`src/rtl/add_sub_rs.sv`:
```
// Reservation station for the add/sub unit.
// Holds up to ENTRIES instructions. Each entry waits for op1, op2 and carry (XER.CA) by
// snooping the CDB, then issues to the add/sub unit.
// Optional feature: define ADD_SUB_RS_AGE_PRIORITY_EN to issue the oldest ready entry.
// Without it, the lowest-index ready entry issues and no age state is built.
// control/disp_control carry the packed add_sub_decode_t encoding (CONTROL_WIDTH bits).
module add_sub_rs #(
  parameter int unsigned RS_ID_WIDTH   = 5,
  parameter int unsigned ENTRIES       = 4,
  parameter int unsigned RS_BASE_ID    = 0,
  parameter int unsigned CONTROL_WIDTH = 8
) (
  input  logic                     clk,
  input  logic                     rst,
  // dispatch
  input  logic                     dispatch_valid,
  output logic                     dispatch_ready,
  input  logic [31:0]              disp_op1,
  input  logic                     disp_op1_valid,
  input  logic [RS_ID_WIDTH-1:0]   disp_op1_tag,
  input  logic [31:0]              disp_op2,
  input  logic                     disp_op2_valid,
  input  logic [RS_ID_WIDTH-1:0]   disp_op2_tag,
  input  logic                     disp_ca,
  input  logic                     disp_ca_valid,
  input  logic [RS_ID_WIDTH-1:0]   disp_ca_tag,
  input  logic [CONTROL_WIDTH-1:0] disp_control,
  input  logic [4:0]               disp_result_reg_addr,
  // result broadcast
  input  logic                     cdb_valid,
  input  logic [RS_ID_WIDTH-1:0]   cdb_tag,
  input  logic [31:0]              cdb_data,
  input  logic                     cdb_ca,
  input  logic                     cdb_ca_valid,
  // issue
  output logic                     issue_valid,
  input  logic                     issue_ready,
  output logic [RS_ID_WIDTH-1:0]   rs_id_out,
  output logic [4:0]               result_reg_addr_out,
  output logic [31:0]              op1,
  output logic [31:0]              op2,
  output logic                     carry_in,
  output logic [CONTROL_WIDTH-1:0] control
);

  localparam int unsigned IdxW = (ENTRIES > 1) ? $clog2(ENTRIES) : 1;
  typedef logic [IdxW-1:0] idx_t;

  logic [ENTRIES-1:0]       busy_q, busy_d;
  logic [ENTRIES-1:0]       op1_v_q, op1_v_d, op2_v_q, op2_v_d, ca_v_q, ca_v_d;
  logic [ENTRIES-1:0]       ca_q, ca_d;
  logic [31:0]              op1_q [ENTRIES];
  logic [31:0]              op1_d [ENTRIES];
  logic [31:0]              op2_q [ENTRIES];
  logic [31:0]              op2_d [ENTRIES];
  logic [RS_ID_WIDTH-1:0]   op1_tag_q [ENTRIES];
  logic [RS_ID_WIDTH-1:0]   op1_tag_d [ENTRIES];
  logic [RS_ID_WIDTH-1:0]   op2_tag_q [ENTRIES];
  logic [RS_ID_WIDTH-1:0]   op2_tag_d [ENTRIES];
  logic [RS_ID_WIDTH-1:0]   ca_tag_q [ENTRIES];
  logic [RS_ID_WIDTH-1:0]   ca_tag_d [ENTRIES];
  logic [CONTROL_WIDTH-1:0] ctrl_q [ENTRIES];
  logic [CONTROL_WIDTH-1:0] ctrl_d [ENTRIES];
  logic [4:0]               rd_q [ENTRIES];
  logic [4:0]               rd_d [ENTRIES];

  // Selection lock keeps a stalled issue stable even if a lower-priority entry becomes ready.
  logic lock_q, lock_d;
  idx_t lock_idx_q, lock_idx_d;

  logic [ENTRIES-1:0] ready;
  logic               any_ready;
  logic               free_found;
  idx_t               free_idx;
  logic               pick_found;
  idx_t               pick_idx;
  idx_t               sel_idx;
  logic               issue_fire;
  logic               disp_fire;
  logic               byp1, byp2, bypc;

  assign ready      = busy_q & op1_v_q & op2_v_q & ca_v_q;
  assign any_ready  = |ready;
  assign sel_idx    = lock_q ? lock_idx_q : pick_idx;
  assign issue_fire = any_ready & issue_ready;
  assign disp_fire  = dispatch_valid & free_found;
  assign byp1       = cdb_valid && (cdb_tag == disp_op1_tag);
  assign byp2       = cdb_valid && (cdb_tag == disp_op2_tag);
  assign bypc       = cdb_valid && cdb_ca_valid && (cdb_tag == disp_ca_tag);

  // Lowest-index free entry; dispatch_ready comes from registered busy bits only.
  always_comb begin
    free_idx   = '0;
    free_found = 1'b0;
    for (int unsigned i = 0; i < ENTRIES; i++) begin
      if (!busy_q[i] && !free_found) begin
        free_idx   = idx_t'(i);
        free_found = 1'b1;
      end
    end
  end

  assign dispatch_ready = free_found;

`ifdef ADD_SUB_RS_AGE_PRIORITY_EN
  localparam idx_t AgeMax = idx_t'(ENTRIES - 1);

  // Age = number of younger busy entries, so the oldest entry has the largest age.
  idx_t age_q [ENTRIES];
  idx_t age_d [ENTRIES];
  idx_t best_age;

  // Pick the oldest ready entry; ties go to the lowest index.
  always_comb begin
    pick_idx   = '0;
    pick_found = 1'b0;
    best_age   = '0;
    for (int unsigned i = 0; i < ENTRIES; i++) begin
      if (ready[i] && (!pick_found || (age_q[i] > best_age))) begin
        pick_idx   = idx_t'(i);
        best_age   = age_q[i];
        pick_found = 1'b1;
      end
    end
  end

  // Age update: issuing an entry makes everything older one step younger; dispatch ages others.
  always_comb begin
    for (int unsigned i = 0; i < ENTRIES; i++) begin
      age_d[i] = age_q[i];
      if (!busy_q[i] || (issue_fire && (sel_idx == idx_t'(i)))) begin
        age_d[i] = '0;
      end else begin
        if (issue_fire && (age_q[i] > age_q[sel_idx])) age_d[i] = age_d[i] - 1'b1;
        if (disp_fire && (age_d[i] != AgeMax)) age_d[i] = age_d[i] + 1'b1;
      end
    end
  end

  // Age registers.
  always_ff @(posedge clk or posedge rst) begin
    if (rst) begin
      for (int unsigned i = 0; i < ENTRIES; i++) age_q[i] <= '0;
    end else begin
      for (int unsigned i = 0; i < ENTRIES; i++) age_q[i] <= age_d[i];
    end
  end
`else
  // Pick the lowest-index ready entry.
  always_comb begin
    pick_idx   = '0;
    pick_found = 1'b0;
    for (int unsigned i = 0; i < ENTRIES; i++) begin
      if (ready[i] && !pick_found) begin
        pick_idx   = idx_t'(i);
        pick_found = 1'b1;
      end
    end
  end
`endif

  // Issue outputs come from the selected entry and are zero while nothing is ready.
  always_comb begin
    issue_valid         = any_ready;
    rs_id_out           = '0;
    result_reg_addr_out = '0;
    op1                 = '0;
    op2                 = '0;
    carry_in            = 1'b0;
    control             = '0;
    if (any_ready) begin
      rs_id_out           = RS_ID_WIDTH'(RS_BASE_ID) + RS_ID_WIDTH'(sel_idx);
      result_reg_addr_out = rd_q[sel_idx];
      op1                 = op1_q[sel_idx];
      op2                 = op2_q[sel_idx];
      carry_in            = ca_q[sel_idx];
      control             = ctrl_q[sel_idx];
    end
  end

  // Entry next state: CDB snoop, issue release, then dispatch write with CDB bypass.
  always_comb begin
    busy_d     = busy_q;
    op1_v_d    = op1_v_q;
    op2_v_d    = op2_v_q;
    ca_v_d     = ca_v_q;
    ca_d       = ca_q;
    op1_d      = op1_q;
    op2_d      = op2_q;
    op1_tag_d  = op1_tag_q;
    op2_tag_d  = op2_tag_q;
    ca_tag_d   = ca_tag_q;
    ctrl_d     = ctrl_q;
    rd_d       = rd_q;
    lock_d     = any_ready & ~issue_ready;
    lock_idx_d = sel_idx;

    for (int unsigned i = 0; i < ENTRIES; i++) begin
      if (busy_q[i] && cdb_valid) begin
        if (!op1_v_q[i] && (cdb_tag == op1_tag_q[i])) begin
          op1_d[i]   = cdb_data;
          op1_v_d[i] = 1'b1;
        end
        if (!op2_v_q[i] && (cdb_tag == op2_tag_q[i])) begin
          op2_d[i]   = cdb_data;
          op2_v_d[i] = 1'b1;
        end
        if (!ca_v_q[i] && cdb_ca_valid && (cdb_tag == ca_tag_q[i])) begin
          ca_d[i]   = cdb_ca;
          ca_v_d[i] = 1'b1;
        end
      end
    end

    if (issue_fire) begin
      busy_d[sel_idx] = 1'b0;
    end

    // The free entry is never the issuing one, so both handshakes can land together.
    if (disp_fire) begin
      busy_d[free_idx]    = 1'b1;
      op1_v_d[free_idx]   = disp_op1_valid | byp1;
      op1_d[free_idx]     = (!disp_op1_valid && byp1) ? cdb_data : disp_op1;
      op1_tag_d[free_idx] = disp_op1_tag;
      op2_v_d[free_idx]   = disp_op2_valid | byp2;
      op2_d[free_idx]     = (!disp_op2_valid && byp2) ? cdb_data : disp_op2;
      op2_tag_d[free_idx] = disp_op2_tag;
      ca_v_d[free_idx]    = disp_ca_valid | bypc;
      ca_d[free_idx]      = (!disp_ca_valid && bypc) ? cdb_ca : disp_ca;
      ca_tag_d[free_idx]  = disp_ca_tag;
      ctrl_d[free_idx]    = disp_control;
      rd_d[free_idx]      = disp_result_reg_addr;
    end
  end

  // Entry and lock registers, cleared asynchronously by reset.
  always_ff @(posedge clk or posedge rst) begin
    if (rst) begin
      busy_q     <= '0;
      op1_v_q    <= '0;
      op2_v_q    <= '0;
      ca_v_q     <= '0;
      ca_q       <= '0;
      lock_q     <= 1'b0;
      lock_idx_q <= '0;
      for (int unsigned i = 0; i < ENTRIES; i++) begin
        op1_q[i]     <= '0;
        op2_q[i]     <= '0;
        op1_tag_q[i] <= '0;
        op2_tag_q[i] <= '0;
        ca_tag_q[i]  <= '0;
        ctrl_q[i]    <= '0;
        rd_q[i]      <= '0;
      end
    end else begin
      busy_q     <= busy_d;
      op1_v_q    <= op1_v_d;
      op2_v_q    <= op2_v_d;
      ca_v_q     <= ca_v_d;
      ca_q       <= ca_d;
      lock_q     <= lock_d;
      lock_idx_q <= lock_idx_d;
      for (int unsigned i = 0; i < ENTRIES; i++) begin
        op1_q[i]     <= op1_d[i];
        op2_q[i]     <= op2_d[i];
        op1_tag_q[i] <= op1_tag_d[i];
        op2_tag_q[i] <= op2_tag_d[i];
        ca_tag_q[i]  <= ca_tag_d[i];
        ctrl_q[i]    <= ctrl_d[i];
        rd_q[i]      <= rd_d[i];
      end
    end
  end

endmodule

```
`config.mk`:
```
export PLATFORM = sky130hd
export DESIGN_NAME = add_sub_rs
export DESIGN_NICKNAME = d
export VERILOG_FILES = /design/src/rtl/add_sub_rs.sv
export SDC_FILE = /design/constraint.sdc
export NUM_CORES = 1
export LEC_CHECK = 0
export CAP_MARGIN = 20
export CORE_UTILIZATION = 60
export DETAILED_ROUTE_END_ITERATION = 6
export PLACE_DENSITY = 0.84
export SKIP_LAST_GASP = 1
export SLEW_MARGIN = 20
export SYNTH_ARGS = -nofsm -noshare
export SYNTH_HDL_FRONTEND = slang
export SYNTH_SLANG_ARGS = --single-unit
```
`constraint.sdc`:
```
create_clock -name clk -period 39 [get_ports clk]
set_input_delay 9.75 -clock clk [delete_from_list [all_inputs] [get_ports clk]]
set_output_delay 9.75 -clock clk [all_outputs]
set_load 0.05 [all_outputs]
```
==> metrics <==
status=finished clean; row cnt=67; H-tree levels=2; die footprint=34,730 um^2; antenna-violating nets left=0; Setup Viol. Count Final=0; vias in the first global route=17.69k; worst path arrival time=5040 ps; Hold Crit Class=reg -> reg; Worst Setup End Kind=output port; DR DRC count=0; Setup WS post-layout=24,210 ps; compound-cell area share of the yosys netlist=0.1777; total CTS buffers=42; number of hold buffers added after CTS=0; simple-gate share of the synthesized area=0.1750; CTS tree=built; Synth Area in XOR/XNOR=0.03221; Hold Path Sink=ctrl_q[2]; number of synthesized flops with an enable pin=0; flop2flop setup slack=36,120 ps; top post-synthesis cells by area=dfrtp_1 (48%), o221a_2 (12%), mux2i_1 (7.7%); crit path launch type=flop; Yosys warnings=0; Period minus WS final=14,790 ps; worst-margin pin slew=1045 ps; CTS root buf=clkbuf_16; r2r startpoint=op2_tag_q[10]; Slowest-stage cell, CP=clkdlybuf4s50_1; Max-Cap Viols=0; fin crit share=0.3791; Post-Synth Adder-Cell Area=0; Place WS=24,630 ps; Avg Vias per Cell=6.881; layout cells sized above 1=0.1638; CTS Buffer Depth=3; LEAKAGE=9.634 nW; CP max stage delay=850 ps; Setup CP Type=reg -> out; syn_area_per_cell=10.41 um^2; worst-case clock skew=16.01 ps; # fillers=2,337; routed wire length=64.13 mm; slew margin rel.=0.3010; max-slew violation count=0; r2r worst-path depth=5; die height=186.4 um; mux share of post-synthesis cell area=0.07815; dpl hpwl=37.04 mm; CP Data Required Time=29,250 ps; #FFs+latches synth=391; initial DRC count=2,187; RSZ-0062 raised after global routing=false; DRT Pass-1 Iters=6; Gates resized, CTS repair=0; IO Pins=225; Overall Power=2.462 mW; initial core utilization=0.6098; clk sinks=391; hold path startpoint=ctrl_q[2]; first-pass GRT wire length=101.1 mm; dominant cell type by area after synthesis=dfrtp_1; setup bufs post-CTS=0; Main synth FF type=dfrtp_1; register area share after synthesis=0.4797; Max FO, Critical Path=66; crit-path cells=nand4_1 > nand2b_1 > a31oi_4 > buf_4 > buf_6 > mux2i_1 > o22ai_1 > clkdlybuf4s50_1; Worst R2R End=op2_q[81]; later-pin clock latency in the skew report=540 ps; Routed wire per std cell=25.23 um; hold depth=2; Synth top area share=0.4797; Area Overhead vs Synth=17.51%; Core ar.=33,450 um^2; Synth top cells by count=dfrtp_1 (391), nand2_1 (365), o221a_2 (213); largest net degree at the start of global routing=98; ys async rst share=1.000; Final Hold Vio Count=0; Syn Inst Count=1,959; Pwr Density=102.7 nW/um^2; library cells used by synthesis=56; maximum vdd drop=71.71 uV; clock slew at the register clock pins of the worst setup and hold paths=60 ps; setup tns final=0 ps; Final #Nets=2,199; gpl congestion=0.9235; Remaining Overflow, GRT=0; Total GRT Usage=0.3672; mapped cell area=20,400 um^2; count leader, synth=dfrtp_1; Die Wd=186.4 um; via count=17.49k; antenna violations before repair=9; largest family of logic cells by synthesized area=compound AO/OA/AOI/OAI gates; # port buffers=221; Max Fclk=67.63 MHz
cells in the final DEF (no fill, tap or decap), drive strengths merged, types with 7 or more instances in the layout:
| cell | n |
|---|---|
| a21oi | 7 |
| buf | 40 |
| clkbuf | 68 |
| clkdlybuf4s50 | 221 |
| dfrtp | 391 |
| mux2i | 157 |
| nand2 | 366 |
| nand2b | 134 |
| nand4 | 18 |
| nor2 | 76 |
| nor3 | 13 |
| nor4 | 11 |
| o21ai | 12 |
| o221a | 224 |
| o22ai | 78 |
| o32ai | 33 |
| or3 | 99 |
| xnor2 | 55 |
| xor2 | 20 |
power breakdown:
part / internal, mW / switching, mW
Sequential: 0.606 / 0.131
Clock: 0.244 / 0.164
Combinational: 0.531 / 0.786
through the flow:
step | utilization | std cells | hold slack [ps] | area (um^2)
2_1_floorplan | - | 1961 | 445.0 | 20400
6_report | 0.7166 | 2542 | 473.8 | 23970
3_3_place_gp | 0.6717 | 2460 | 456.3 | 22470
3_5_place_dp | 0.6717 | 2460 | 461.7 | 22470
5_1_grt | 0.7163 | 2539 | 498.5 | 23960
4_1_cts | 0.7135 | 2533 | 476.1 | 23870
area by class of cell:
cell class | instances | area [um^2] | share of cell area
Inverter | 6 | 30.03 | 0.001253
Tap cell | 448 | 560.5 | 0.02339
Multi-Input combinational cell | 1357 | 9602 | 0.4006
Clock buffer | 68 | 1323 | 0.05518
Antenna cell | 6 | 15.01 | 0.0006264
Sequential cell | 391 | 9784 | 0.4082
Timing Repair Buffer | 261 | 2576 | 0.1075
Clock inverter | 5 | 77.57 | 0.003237
metal layers:
metal,track usage,routed length [um],vias up
met5,0,42,-
met3,0.07974,7270,219
li1,-,-,7321
met4,0.1853,2750,6
met2,0.5644,29450,1220
met1,0.4936,24620,8725
critical path, delay by kind of cell, from the launching register on:
family                 cells  cell delay [ps]
buffers and inverters      3             2120
flip-flops                 1              530
AND/OR/NAND/NOR            2              400
AO/OA/AOI/OAI              2             1110
multiplexers               1              220
state kept, by name, indices dropped and copies added, names as in the netlist, 2 cells and up:
signal,cells
rd_q,20
op2_v_q,4
op2_q,128
lock_idx_q,2
ca_q,4
ctrl_q,32
ca_v_q,4
op2_tag_q,20
op1_v_q,4
op1_q,128
op1_tag_q,20
ca_tag_q,20
busy_q,4
cells by family (layout without fill, tap and decap cells):
| family | after synthesis | after routing |
|---|---|---|
| buffers and inverters | 213 | 340 |
| muxes | 159 | 159 |
| DFF | 391 | 391 |
| and+or+nand+nor | 743 | 743 |
| AOI/OAI and AO/OA | 377 | 377 |
| xor gates and xnor gates | 75 | 75 |
| other | 1 | 9 |
worst max path at each step:
stage          slack (ps)  depth (start not counted)         to      start
2_1_floorplan       18380                          1  busy_q[0]        rst
3_5_place_dp        24630                          8    op1[18]  busy_q[3]
3_3_place_gp        24760                          8     op2[9]  busy_q[3]
5_1_grt             24090                          8     op2[0]  busy_q[3]
6_report            24210                          8    op1[23]  busy_q[3]
4_1_cts             24030                          8    op1[18]  busy_q[3]
Note: power is estimated with default switching activity, not from simulation.
==> patch (same flow settings) <==
`op2_v_q` no longer has a reset.
--- a/src/rtl/add_sub_rs.sv
+++ b/src/rtl/add_sub_rs.sv
@@ -239,5 +239,4 @@
       busy_q     <= '0;
       op1_v_q    <= '0;
-      op2_v_q    <= '0;
       ca_v_q     <= '0;
       ca_q       <= '0;
@@ -256,5 +255,4 @@
       busy_q     <= busy_d;
       op1_v_q    <= op1_v_d;
-      op2_v_q    <= op2_v_d;
       ca_v_q     <= ca_v_d;
       ca_q       <= ca_d;
@@ -273,4 +271,8 @@
   end
 
+  always_ff @(posedge clk) begin
+    op2_v_q <= op2_v_d;
+  end
+
 endmodule
 
Formal check against the unedited RTL: no difference found for any inputs over 4 cycles, from zero or initial values and one cycle with rst high; that may be too few to reach the edited logic, so the function may still have changed.
==> patch against the unedited design <==
Total power is 0.21% higher. Setup slack gained 1.1 ns. Hold slack worse by 0.00076 ns. Wire length down 3.6%. Count of clock-buffer cells in the layout decreased by 4. Core utilization is 1.2 points higher. Sequential cell count is the same. Cell area decreased by 0.15%. Synthesized area fell by 0.87%.
==> patch: results (changes against the unedited design) <==
metric	value	unit	change
share of post-route cells with drive strength above 1	16.63	%	+0.25 points
DR top layer	met5		
Post-CTS Hold Buffers	0		unchanged
initial antenna violation count	4		-5
total iterations of the first detailed-routing run	5		-1
crit path capture	op1[19]		
Synth Area in Compound Gates	18.37	%	+0.60 points
met2 wire len	28.49	mm	-3.3%
share of flip-flops with an asynchronous set or reset after synthesis	98.98	%	-1.0 points
Seq/Total Area, Yosys	48.30	%	+0.32 points
Final min period	13.68	ns	-1.109 ns
# diodes	0		-6
run status	completed		
Switching Share	43.53	%	-0.39 points
Post-Synth XOR/XNOR Area	3.286	%	+0.065 points
Synth Area in Adders	0	%	unchanged
met3 WL	6.345	mm	-13%
DRT met1 WL	24.65	mm	+0.10%
vias	16900		-3.4%
RR Endpoint	op1_q[47]$_DFF_PP0_		
slew margin rel.	22.04	%	-8.1 points
layout net count	2157		-1.9%
largest net degree at the start of global routing	174		+78%
first-pass GRT wire length	96.79	mm	-4.3%
largest registers	op1_q x128, op2_q x128, ctrl_q x32		
flop-to-flop setup slack	36.09	ns	-0.03 ns
pre-CTS setup slack	25.92	ns	+1.285 ns
Slew Viols, Final	0		unchanged
Filler Cells Inserted	2322		-0.64%
Detailed Route Iter0 Violations	2168		-0.87%
gr usage total	36.31	%	-0.41 points
P_leak	9.924	nW	+3.0%
reg-to-reg startpoint	busy_q[0]$_DFF_PP0_		
clock skew	0.01300	ns	-0.003013 ns
Critical Path Fanout Max	135		+100%
Synth Warn #	0		unchanged
count of cell types in the netlist	58		+3.6%
Routed WL	61.83	mm	-3.6%
Area contributors post-synth	dfrtp_1, o221a_2, mux2i_1		
worst vdd ir	0.0001089	V	+52%
CTS H-tree lvls	2		unchanged
GPL Wtd Cong	0.8650		-6.3%
R2R depth	6		+1
DP HPWL	35.98	mm	-2.9%
logic gate share of total power	53.6	%	about the same
Commonest cells post-synth	dfrtp_1, nand2_1, nand2b_1		
mux contribution to synthesized area	7.884	%	+0.069 points
Critical path origin	busy_q[3]$_DFF_PP0_		
clock share of power	16.8	%	+0.2 points
==> patch: metal layers <==
metal	vias to the layer above	GRT usage, %
li1	7131	-
met5	-	0
met2	1100	56.96
met4	6	15.57
met1	8471	49.89
met3	192	6.261
==> patch: worst min-delay path by stage <==
stage / from / end / cells after the start
floorplan: ctrl_q[10]$_DFFE_PP0P_ / ctrl_q[10]$_DFFE_PP0P_ / 2
global placement: ctrl_q[11]$_DFFE_PP0P_ / ctrl_q[11]$_DFFE_PP0P_ / 2
detailed placement: ctrl_q[9]$_DFFE_PP0P_ / ctrl_q[9]$_DFFE_PP0P_ / 2
CTS: ctrl_q[9]$_DFFE_PP0P_ / ctrl_q[9]$_DFFE_PP0P_ / 2
global route: ctrl_q[9]$_DFFE_PP0P_ / ctrl_q[9]$_DFFE_PP0P_ / 2
finish: ctrl_q[9]$_DFFE_PP0P_ / ctrl_q[9]$_DFFE_PP0P_ / 2
==> patch: cell type report <==
class,instances,area (um^2),share of cell area [%]
tap,442,553.0,2.311
clock buffer,64,1297,5.422
multi-input combinational,1327,9643,40.29
inverter,6,30.03,0.1255
sequential,391,9764,40.80
clock inverter,13,140.1,0.5856
timing repair buffer,249,2504,10.46
==> patch: worst max-delay path: stages, from the launching register on <==
cell and delay, ns:
dfrtp_1 0.55, nand4_1 0.20, nand2b_1 0.21, a31oi_4 0.22, buf_12 0.74, mux2i_1 0.18
o22ai_1 0.31, clkdlybuf4s50_1 0.88
==> patch: through the flow <==
stage	power (mW)	area, um^2	hold slack (ns)	std cells
floorplan	1.650	20230	0.4450	1914
global placement	1.986	22420	0.4564	2412
detailed placement	2.021	22420	0.4618	2412
CTS	2.446	23850	0.4763	2489
global route	2.569	23930	0.4918	2492
finish	2.467	23930	0.4731	2492
